$ cat src/rtl/pipe_sequencer.sv
// pipe_sequencer: pipeline stall/flush sequencer for load-use, branches, mul/div and memory wait
module pipe_sequencer #(
  parameter int CNT_W = 32,
  parameter int MDV_MAX = 64,
  parameter int TMO_W = 7
) (
  input  logic             clk,
  input  logic             reset,
  input  logic             pcsrcE,
  input  logic             resultsrcE0,
  input  logic [4:0]       RdE,
  input  logic [4:0]       Rs1D,
  input  logic [4:0]       Rs2D,
  input  logic             mdv_opE,
  input  logic             mdv_done,
  input  logic             dmem_reqM,
  input  logic             dmem_ready,
  output logic             stallF,
  output logic             stallD,
  output logic             stallE,
  output logic             stallM,
  output logic             flushD,
  output logic             flushE,
  output logic             flushM,
  output logic             flushW,
  output logic             mdv_go,
  output logic             mdv_err,
  output logic             busy,
  output logic [CNT_W-1:0] stall_cnt
);
  typedef enum logic {RUN, MDV_WAIT} state_t;
  state_t state, nxt;
  logic [TMO_W-1:0] tmo_cnt;
  logic done_q;
  logic memwait, lwst, done, tmo_hit, wait_act;
  assign memwait = dmem_reqM & ~dmem_ready;
  assign lwst = resultsrcE0 & (RdE != 5'd0) & ((RdE == Rs1D) | (RdE == Rs2D));
  assign done = mdv_done | done_q;
  assign tmo_hit = tmo_cnt == TMO_W'(MDV_MAX - 1);
  assign wait_act = (state == MDV_WAIT) & ~memwait;
  assign busy = state == MDV_WAIT;
  always_comb begin
    {stallF, stallD, stallE, stallM, flushD, flushE, flushM, flushW, mdv_go} = '0;
    nxt = state;
    if (reset) begin
      {flushD, flushE} = 2'b11;
      nxt = RUN;
    end else if (memwait) begin
      {stallF, stallD, stallE, stallM, flushW} = 5'b11111;
    end else if (state == RUN) begin
      if (mdv_opE) begin
        {mdv_go, stallF, stallD, stallE, flushM} = 5'b11111;
        nxt = MDV_WAIT;
      end else if (pcsrcE) begin
        {flushD, flushE} = 2'b11;
      end else if (lwst) begin
        {stallF, stallD, flushE} = 3'b111;
      end
    end else if (done) begin
      nxt = RUN;
    end else if (tmo_hit) begin
      flushE = 1'b1;
      nxt = RUN;
    end else begin
      {stallF, stallD, stallE, flushM} = 4'b1111;
    end
  end
  always_ff @(posedge clk) begin
    if (reset) begin
      state <= RUN;
      stall_cnt <= '0;
      tmo_cnt <= '0;
      done_q <= 1'b0;
      mdv_err <= 1'b0;
    end else begin
      state <= nxt;
      stall_cnt <= stall_cnt + CNT_W'(stallF);
      done_q <= memwait ? (done_q | mdv_done) : (wait_act & done) ? 1'b0 : done_q;
      tmo_cnt <= mdv_go ? '0 : (wait_act & ~done & ~tmo_hit) ? tmo_cnt + 1'b1 : tmo_cnt;
      mdv_err <= mdv_err | (wait_act & ~done & tmo_hit);
    end
  end
endmodule

$ cat config.mk
export PLATFORM = sky130hd
export DESIGN_NAME = pipe_sequencer
export DESIGN_NICKNAME = d
export VERILOG_FILES = /design/src/rtl/pipe_sequencer.sv
export SDC_FILE = /design/constraint.sdc
export NUM_CORES = 1
export LEC_CHECK = 0
export ABC_CLOCK_PERIOD_IN_PS = 2910
export CAP_MARGIN = 10
export CORE_MARGIN = 1.5
export CORE_UTILIZATION = 47
export DETAILED_ROUTE_END_ITERATION = 8
export PLACE_DENSITY = 0.8
export SLEW_MARGIN = 20
export SYNTH_ARGS = -nofsm -noshare
export SYNTH_HDL_FRONTEND = slang
export SYNTH_SLANG_ARGS = --single-unit
export TNS_END_PERCENT = 20
$ cat constraint.sdc
create_clock -name clk -period 2.91 [get_ports clk]
set_input_delay 0.4365 -clock clk [delete_from_list [all_inputs] [get_ports clk]]
set_output_delay 0.4365 -clock clk [all_outputs]
set_load 0.01 [all_outputs]
==> run metrics, run 1 <==
max_cap viols 0; CTS root buffer clkbuf_8; Setup WS pre-CTS -224.9 ps; antenna violations before repair 0; Die Ht between 70 and 80 um; XOR/XNOR Fraction of Synth Area approximately 17%; Placed Cells 373; Fillers ~370; sequential area share after synthesis between 30 and 40%; Period minus WS final 2824 ps; Peak VDD IR 347.8 uV; initial drt markers a little under 100; Power Dens Cells approximately 350 nW/um2; gr usage total 20.46%; Finished Layout Cells 381; Remaining DRCs 0; global-route met3 utilization ~7.1%; Synth Area in Simple Gates about 33%; GR Util met2 32.61%; largest net degree at the start of global routing 21; Reg clk slew, reported paths roughly 80 ps; slowest stage cell, crit path clkdlybuf4s50_1; mux contribution to synthesized area less than 1%; most used cell, CP clkdlybuf4s50_1; diode count 0; WP buf/inv 3; DRT Pass-1 Iters 4; Final Power between 0.001 and 0.0015 W; clock power share roughly a third; Layout Utilization 70.72%; Compound-Gate Fraction of Synth Area ~4.8%; Die X between 70 and 80 um; syn_area_per_cell just under 9 um2; outcome finished clean; Most Crowded Layer GR met2; Final Worst Setup Slack between 80 and 90 ps; routed wire length roughly 5200 um; Clock Path Buffers 2; Layout Area Growth over Synthesis 43.64%; FMAX 354.1 MHz; final setup violating endpoints 0; Seq pwr share between 50% and 60%; vias in the first global route roughly 1,800; post-route ant nets 0; Comb power frac between 10% and 20%; CTS HTree Levels 2; port bufs 65; num rows 24; global route overflow 0; die area 5041 um2; adder-cell share of the synthesized area 1.727%; Hold Violations, Final 0; Post-Syn Area roughly 2200 um2; commonest non-fill, non-tap cells in the layout clkdlybuf4s50_1 (61), dfxtp_1 (42), nor2_1 (40), xnor2_1 (23), buf_4 (22); R2R setup slack around 240 ps; Internal about 0.00083 W; worst-skew pair later-pin latency slightly below 300 ps; layout cells sized above 1 14.59%; core footprint around 4400 um2; Req. time, crit path 2470 ps; CP max stage delay ~520 ps; Tightest Hold Check Type register to register; Post-CTS Hold Fix Bufs 0; delay-heaviest family, CP buffers and inverters; hpwl dp 3683 um; Crit path arrival time between 2000 and 2500 ps; final-report max-slew violation count 0; initial core utilization around half; Slew HR about three quarters; Synth cell types 41; drt wl/cell 13.71 um; leakage about 1.2 nW; Synth Warn # 0; first-pass GRT wire length just over 8000 um; Num CTS Buffers 5; CP endpoint kind output pin; crit path kind input pin to output pin; Ports 66; Final nets 355; Slew @ Worst Pin 351.8 ps; Async S/R FF share, synth 0%; largest family of logic cells by synthesized area simple AND/OR/NAND/NOR gates; switching share of power about a quarter; clk sinks between 40 and 50; syn nets 274; cells after synthesis ~250; CP startpoint kind input pin; number of synthesized flops with an enable pin 0; number of vias per cell between 5 and 6; Critical Path Fanout Max 2; crit share post-route between 90% and 100%; CTS tree done; Net Sw Power 0.0002574 W; vias 1,999; ys flop type dfxtp_1; TNS Setup 0 ps; met1 Usage GRT around 26%; RD Place Congestion a little under 0.8; crit-path cells clkdlybuf4s50_1 -> xnor2_2 -> nand3_1 -> nor3_2 -> o221ai_2 -> a21oi_2 -> buf_4 -> clkdlybuf4s50_1; commonest non-fill, non-tap cell in the layout clkdlybuf4s50_1; Worst Clk Skew roughly 6.3 ps; Seq cells post-synth 42
==> path summary, 6_finish.rpt <==
check | start | endpoint | cells after the start
hold reg to reg | mdv_err$_SDFF_PP0_ | mdv_err$_SDFF_PP0_ | 2
setup / recovery | Rs1D[0] | stallF | 8
setup reg to reg | tmo_cnt[0]$_SDFFE_PP0P_ | stall_cnt[28]$_SDFF_PP0_ | 14
hold / removal | mdv_err$_SDFF_PP0_ | mdv_err$_SDFF_PP0_ | 2
==> routing by layer <==
layer  share of wire, %  wire length [um]
met3                7.1               371
met1                 45              2338
met4               0.94                49
met5                  0                 0
met2                 47              2463
==> stage by stage <==
stage	area, um2	hold slack [ps]
final	3122	474.8
after CTS	3078	478.6
after global placement	2979	457.3
after floorplan	2176	468.8
after detailed placement	2979	461.1
after global routing	3122	502.4
==> cells in the mapped netlist, types with 2 or more instances <==
library cell  count  area share [%]
nor4_2            3             1.7
and4_4            2             1.0
nor2b_1           6             1.7
nor3b_1           3             1.0
nand4_1           6             1.7
clkbuf_1          7             1.2
a21oi_1           7             1.6
ha_1              3             1.7
nor4_4            2             2.0
nor3_2            2            0.92
nand2b_1          2            0.58
xor2_1           19             7.7
nand2_1          13             2.2
dfxtp_1          42              39
and3_1            5             1.4
buf_4             3             1.0
o21ai_0           5             1.2
and2_1            4             1.2
and4_1            2            0.81
xnor2_1          24             9.7
nor3_1           11             2.5
inv_1             3            0.52
nand3_1          15             3.5
buf_2             2            0.46
nor2_1           41             7.1
==> power by group through the flow <==
stage               clock (W)  sequential (W)  combinational (W)
floorplan                   0        0.000599          0.0000599
global placement            0        0.000598           0.000145
detailed placement          0        0.000598           0.000147
CTS                  0.000361        0.000585           0.000154
global route         0.000383        0.000585           0.000169
finish               0.000349        0.000585           0.000158
==> final cells by class <==
cell class,instances,area (um2),share of cell area (%)
Clock buffer,7,76.32,2.445
Inverter,3,11.26,0.3607
Multi-Input combinational cell,190,1303,41.72
Sequential cell,42,840.8,26.93
Tap cell,52,65.06,2.084
Timing Repair Buffer,87,825.8,26.45
==> cells by family (layout without fill, tap and decap cells) <==
kind of cell,count (synthesis),count (layout)
compound gates,18,18
xor+xnor,43,43
buf+inv,16,97
simple gates,125,125
flops,42,42
fa+ha+maj,3,3
mux,1,1
==> registers in the layout, summed over array words and instances (netlist names) <==
signal / cells
busy: 1
done_q: 1
mdv_err: 1
tmo_cnt: 7
stall_cnt: 32
==> repair_timing <==
item	in CTS	in global routing
buffers inserted	1	0
gates resized for setup	3	10
endpoints found under the setup margin	2	23
pin swaps	2	4
==> worst reg2reg max path, stage by stage (launching register included) <==
cell,delay (ps)
dfxtp_1,340
ha_1,210
nand3_1,140
nor3_2,70
nor3_1,270
o21bai_1,150
a21oi_2,150
buf_4,130
ha_1,160
ha_2,200
nand3_1,70
buf_4,180
nor4_4,280
xnor2_1,150
nor2_1,50
(Power assumes the default switching activity.)
==> run 2, diff against run 1 <==
--- a/config.mk
+++ b/config.mk
@@ -8,10 +8,9 @@
 export ABC_CLOCK_PERIOD_IN_PS = 2910
 export CAP_MARGIN = 10
 export CORE_MARGIN = 1.5
-export CORE_UTILIZATION = 47
+export CORE_UTILIZATION = 46
 export DETAILED_ROUTE_END_ITERATION = 8
-export PLACE_DENSITY = 0.8
-export SLEW_MARGIN = 20
+export PLACE_DENSITY = 0.79
 export SYNTH_ARGS = -nofsm -noshare
 export SYNTH_HDL_FRONTEND = slang
 export SYNTH_SLANG_ARGS = --single-unit
==> run 2 against run 1 <==
Net effect: largest cell class unchanged; cell count down 0.52%; utilization down 0.62 points; largest power group unchanged; clock skew up 2.4 ps; total power down 0.27%; the flow now finishes with violations (design-rule violations); first-iteration DRC count down 3.0%.
==> run metrics, run 2 (synthesized netlist as in run 1, its figures left out) <==
Layout Utilization 70.10%; max_cap viols 0; crit share post-route 97.19%; Slew @ Worst Pin 410.0 ps; post-route ant nets 0; crit path kind input pin to output pin; leakage about 1.2 nW; final-report max-slew violation count 0; Clock Path Buffers 2; Reg clk slew, reported paths about 70 ps; Largest register FFs 32; diode count 0; die area 5146 um2; Hold Violations, Final 0; hpwl dp between 3000 and 4000 um; worst reg2reg path depth 14; Hold Path Sink tmo_cnt[6]$_SDFFE_PP0P_; Power Dens Cells ~350 nW/um2; commonest non-fill, non-tap cell in the layout clkdlybuf4s50_1; vias in the first global route roughly 1,800; most used cell, CP clkdlybuf4s50_1; initial core utilization 48.90%; CP startpoint kind input pin; Period minus WS final about 2800 ps; outcome finished with violations; delay-heaviest family, CP buffers and inverters; FMAX ~350 MHz; gr usage total 20.32%; hold depth 1; clk sinks 42; Final nets 353; first-pass GRT wire length between 8000 and 9000 um; Post-CTS Hold Fix Bufs 0; port bufs 65; Num CTS Buffers 5; R2R setup slack approximately 220 ps; WP buf/inv 3; global route overflow 0; core footprint about 4400 um2; Ports 66; Largest Register stall_cnt; initial drt markers 96; worst-skew pair later-pin latency just under 300 ps; drt wl/cell 13.90 um; Setup WS pre-CTS -234.2 ps; Tightest Hold Check Type register to register; CTS HTree Levels 2; final setup violating endpoints 0; Die Ht roughly 70 um; commonest non-fill, non-tap cells in the layout clkdlybuf4s50_1 (61), dfxtp_1 (42), nor2_1 (40), xnor2_1 (23), buf_4 (20); antenna violations before repair 0; Req. time, crit path between 2000 and 2500 ps; R2R Path End stall_cnt[28]$_SDFF_PP0_; layout cells sized above 1 14.07%; CP max stage delay 570 ps; Placed Cells 371; Worst Clk Skew slightly below 9 ps; Crit path arrival time around 2400 ps; Critical Path Fanout Max 3; Finished Layout Cells ~380; tightest hold margin 486.3 ps; Final Worst Setup Slack a little over 80 ps; CP endpoint kind output pin; Final Power 0.001088 W; number of vias per cell 5.248; hold_sp tmo_cnt[6]$_SDFFE_PP0P_; num rows 24; slowest stage cell, crit path or4_1; RD Place Congestion slightly below 0.8; biggest regs stall_cnt (32), tmo_cnt (7); Remaining DRCs 8; largest net degree at the start of global routing 42; failing checks design-rule violations; Die X 71.74 um; Worst R2R Start tmo_cnt[0]$_SDFFE_PP0P_; DRT Pass-1 Iters 6; vias between 1,500 and 2,000; routed wire length between 5000 and 6000 um; CTS root buffer clkbuf_8; Peak VDD IR around 250 uV; CTS tree done; Slew HR roughly 73%; Layout Area Growth over Synthesis 43.35%; crit-path cells clkdlybuf4s50_1 -> or4_1 -> o221ai_2 -> a21oi_2 -> buf_4 -> clkdlybuf4s50_1
-- run 2: metal layers --
layer,track usage (%),wire [um],up-vias
li1,-,-,1002
met1,25.68,2313,918
met2,33.64,2474,62
met3,4.923,401,7
met4,7.547,79,0
met5,0,0,-
-- run 2: how the worst max path moves through the flow --
stage / from / slack [ps] / to / cells past startpoint
final: RdE[1] / 80 / stallF / 6
after detailed placement: RdE[0] / -230 / stall_cnt[30]$_SDFF_PP0_ / 13
after floorplan: busy$_SDFFE_PP0N_ / 60 / stall_cnt[28]$_SDFF_PP0_ / 12
after global routing: Rs2D[2] / -20 / stall_cnt[28]$_SDFF_PP0_ / 14
after CTS: RdE[0] / 2 / flushE / 8
after global placement: RdE[1] / -110 / stall_cnt[23]$_SDFF_PP0_ / 10
-- run 2: cell type report --
cell class / instances / area [um2]
Multi-Input combinational cell: 190 / 1311
Fill cell: 357 / 1329
Tap cell: 52 / 65.06
Sequential cell: 42 / 840.8
Inverter: 3 / 11.26
Timing Repair Buffer: 85 / 810.8
Clock buffer: 7 / 76.32
-- run 2: stage by stage --
| stage | TNS [ps] | cell area, um2 |
|---|---|---|
| 3_3_place_gp | -1032 | 2964 |
| 2_1_floorplan | 0 | 2176 |
| 3_5_place_dp | -3388 | 2964 |
| 6_report | 0 | 3115 |
| 5_1_grt | -34.98 | 3115 |
| 4_1_cts | 0 | 3052 |
-- run 2: power by group --
group / internal, W / switching [W] / total (W) / leakage, nW
combinational: 0.0000882 / 0.0000675 / 0.000156 / 0.843
clock: 0.000165 / 0.000182 / 0.000347 / 0.0383
sequential: 0.000580 / 0.00000507 / 0.000585 / 0.339
-- run 2: repair_timing --
action,CTS,global route
gates resized for setup,1,13
setup endpoints to repair,2,25
setup buffers,1,0
pin swaps,1,4
==> run 3, diff against run 2 <==
--- a/config.mk
+++ b/config.mk
@@ -8,9 +8,9 @@
 export ABC_CLOCK_PERIOD_IN_PS = 2910
 export CAP_MARGIN = 10
 export CORE_MARGIN = 1.5
-export CORE_UTILIZATION = 46
+export CORE_UTILIZATION = 40
 export DETAILED_ROUTE_END_ITERATION = 8
-export PLACE_DENSITY = 0.79
+export PLACE_DENSITY = 0.7
 export SYNTH_ARGS = -nofsm -noshare
 export SYNTH_HDL_FRONTEND = slang
 export SYNTH_SLANG_ARGS = --single-unit
==> run 3 against run 2 <==
Net effect: the flow now finishes without violations; die area rose by 14%; global-route usage shrank 2.7 points; sequential power hardly changed; fmax up 3.9%; critical path type is now input pin to register; largest cell class unchanged; largest power group unchanged; highest routed layer unchanged.
==> run metrics, run 3 (synthesized netlist as in run 1, its figures left out) <==
initial core utilization between 40% and 50%; die area 5884 um2; initial drt markers 61; num rows 26; max_cap viols 0; Largest Register stall_cnt; Layout Area Growth over Synthesis 43.93%; CP startpoint kind input pin; crit share post-route ~94%; Tightest Hold Check Type register to register; DRT Pass-1 Iters 4; hpwl dp 3610 um; Num CTS Buffers 5; antenna violations before repair 0; global route overflow 0; Ports 66; largest net degree at the start of global routing 34; drt wl/cell 12.72 um; RD Place Congestion 0.7978; Die X between 70 and 80 um; R2R setup slack between 300 and 400 ps; Layout Utilization approximately three fifths; biggest regs stall_cnt (32), tmo_cnt (7); CTS tree done; R2R Path End stall_cnt[30]$_SDFF_PP0_; final setup violating endpoints 0; core footprint 5172 um2; Final nets ~350; Hold Violations, Final 0; layout cells sized above 1 roughly 14%; Setup crit end stall_cnt[30]$_SDFF_PP0_; Final Power 0.001199 W; tightest hold margin about 480 ps; vias in the first global route approximately 1,800; leakage around 1.2 nW; clk sinks 42; final-report max-slew violation count 0; FMAX approximately 370 MHz; CP endpoint kind register; Reg clk slew, reported paths 80 ps; crit path kind input pin to register; commonest non-fill, non-tap cell in the layout clkdlybuf4s50_1; Critical Path Fanout Max 7; worst-skew pair later-pin latency roughly 290 ps; Remaining DRCs 0; post-CTS setup buffer count 0; CP startpoint RdE[3]; number of vias per cell approximately 4.9; commonest non-fill, non-tap cells in the layout clkdlybuf4s50_1 (61), dfxtp_1 (42), nor2_1 (40), xnor2_1 (24), xor2_1 (19); Peak VDD IR 237.1 uV; Slew HR between 70% and 80%; routed wire length ~5000 um; CTS root buffer clkbuf_8; Req. time, crit path just over 3000 ps; gr usage total 17.58%; Die Ht approximately 77 um; Largest register FFs 32; Worst Clk Skew between 10 and 15 ps; port bufs between 60 and 70; diode count 0; Slew @ Worst Pin around 340 ps; first-pass GRT wire length around 8600 um; outcome finished clean; Period minus WS final 2722 ps; Clock Path Buffers 2; vias 1,952; post-route ant nets 0; CTS HTree Levels 2; Power Dens Cells approximately 380 nW/um2; Fillers around 460; Worst R2R Start tmo_cnt[0]$_SDFFE_PP0P_; worst reg2reg path depth 13; Crit path arrival time roughly 2900 ps
[run 3: area by class of cell]
type	count	area, um2	area share, %
multi-input combinational	190	1287	41.16
sequential	42	840.8	26.88
timing repair buffer	83	788.3	25.20
tap	70	87.58	2.800
clock buffer	6	82.58	2.640
clock inverter	1	30.03	0.9600
inverter	3	11.26	0.3600
[run 3: critical path, stage by stage]
cell and delay, ps:
clkdlybuf4s50_1 450, buf_4 160, xor2_1 170, nor3_2 180, o221ai_2 140, a21oi_2 170
ha_2 220, ha_2 220, nand3_1 80, buf_4 180, nor4_2 290, xnor2_1 150
nor2_1 50
[run 3: repair_timing]
item,in CTS,in global routing
pin swaps,2,4
setup endpoints to repair,2,24
resized for setup,3,8
hold buffers,0,0
[run 3: worst min path at each step]
stage                                       start                       to  cells after the start
after detailed placement       mdv_err$_SDFF_PP0_       mdv_err$_SDFF_PP0_                      2
after global routing           mdv_err$_SDFF_PP0_       mdv_err$_SDFF_PP0_                      2
after global placement         mdv_err$_SDFF_PP0_       mdv_err$_SDFF_PP0_                      2
after CTS                      mdv_err$_SDFF_PP0_       mdv_err$_SDFF_PP0_                      2
after floorplan           tmo_cnt[6]$_SDFFE_PP0P_  tmo_cnt[6]$_SDFFE_PP0P_                      1
final                          mdv_err$_SDFF_PP0_       mdv_err$_SDFF_PP0_                      2
[run 3: through the flow]
| stage | setup TNS, ps | cell area (um2) | setup WS (ps) | std cells |
|---|---|---|---|---|
| CTS | 0 | 3093 | 4.889 | 395 |
| finish | 0 | 3128 | 187.8 | 395 |
| global route | -0.3195 | 3128 | -0.3195 | 395 |
| floorplan | 0 | 2176 | 57.33 | 248 |
| global placement | -1930 | 2979 | -154.2 | 388 |
| detailed placement | -4770 | 2979 | -288.7 | 388 |
[run 3: metal layers]
metal,track usage (%),vias to the layer above,wire length (um)
li1,-,994,-
met1,23.98,891,2484
met2,27.17,63,2167
met3,5.714,4,346
met4,3.519,0,26
met5,0,-,0
[run 3: power by group]
part           total, W  leakage [nW]  switching, W  internal, W
Combinational  0.000145         0.784     0.0000621    0.0000827
Clock          0.000467        0.0573      0.000192     0.000275
Sequential     0.000587         0.339    0.00000705     0.000580
Total           0.00120          1.18      0.000262     0.000937
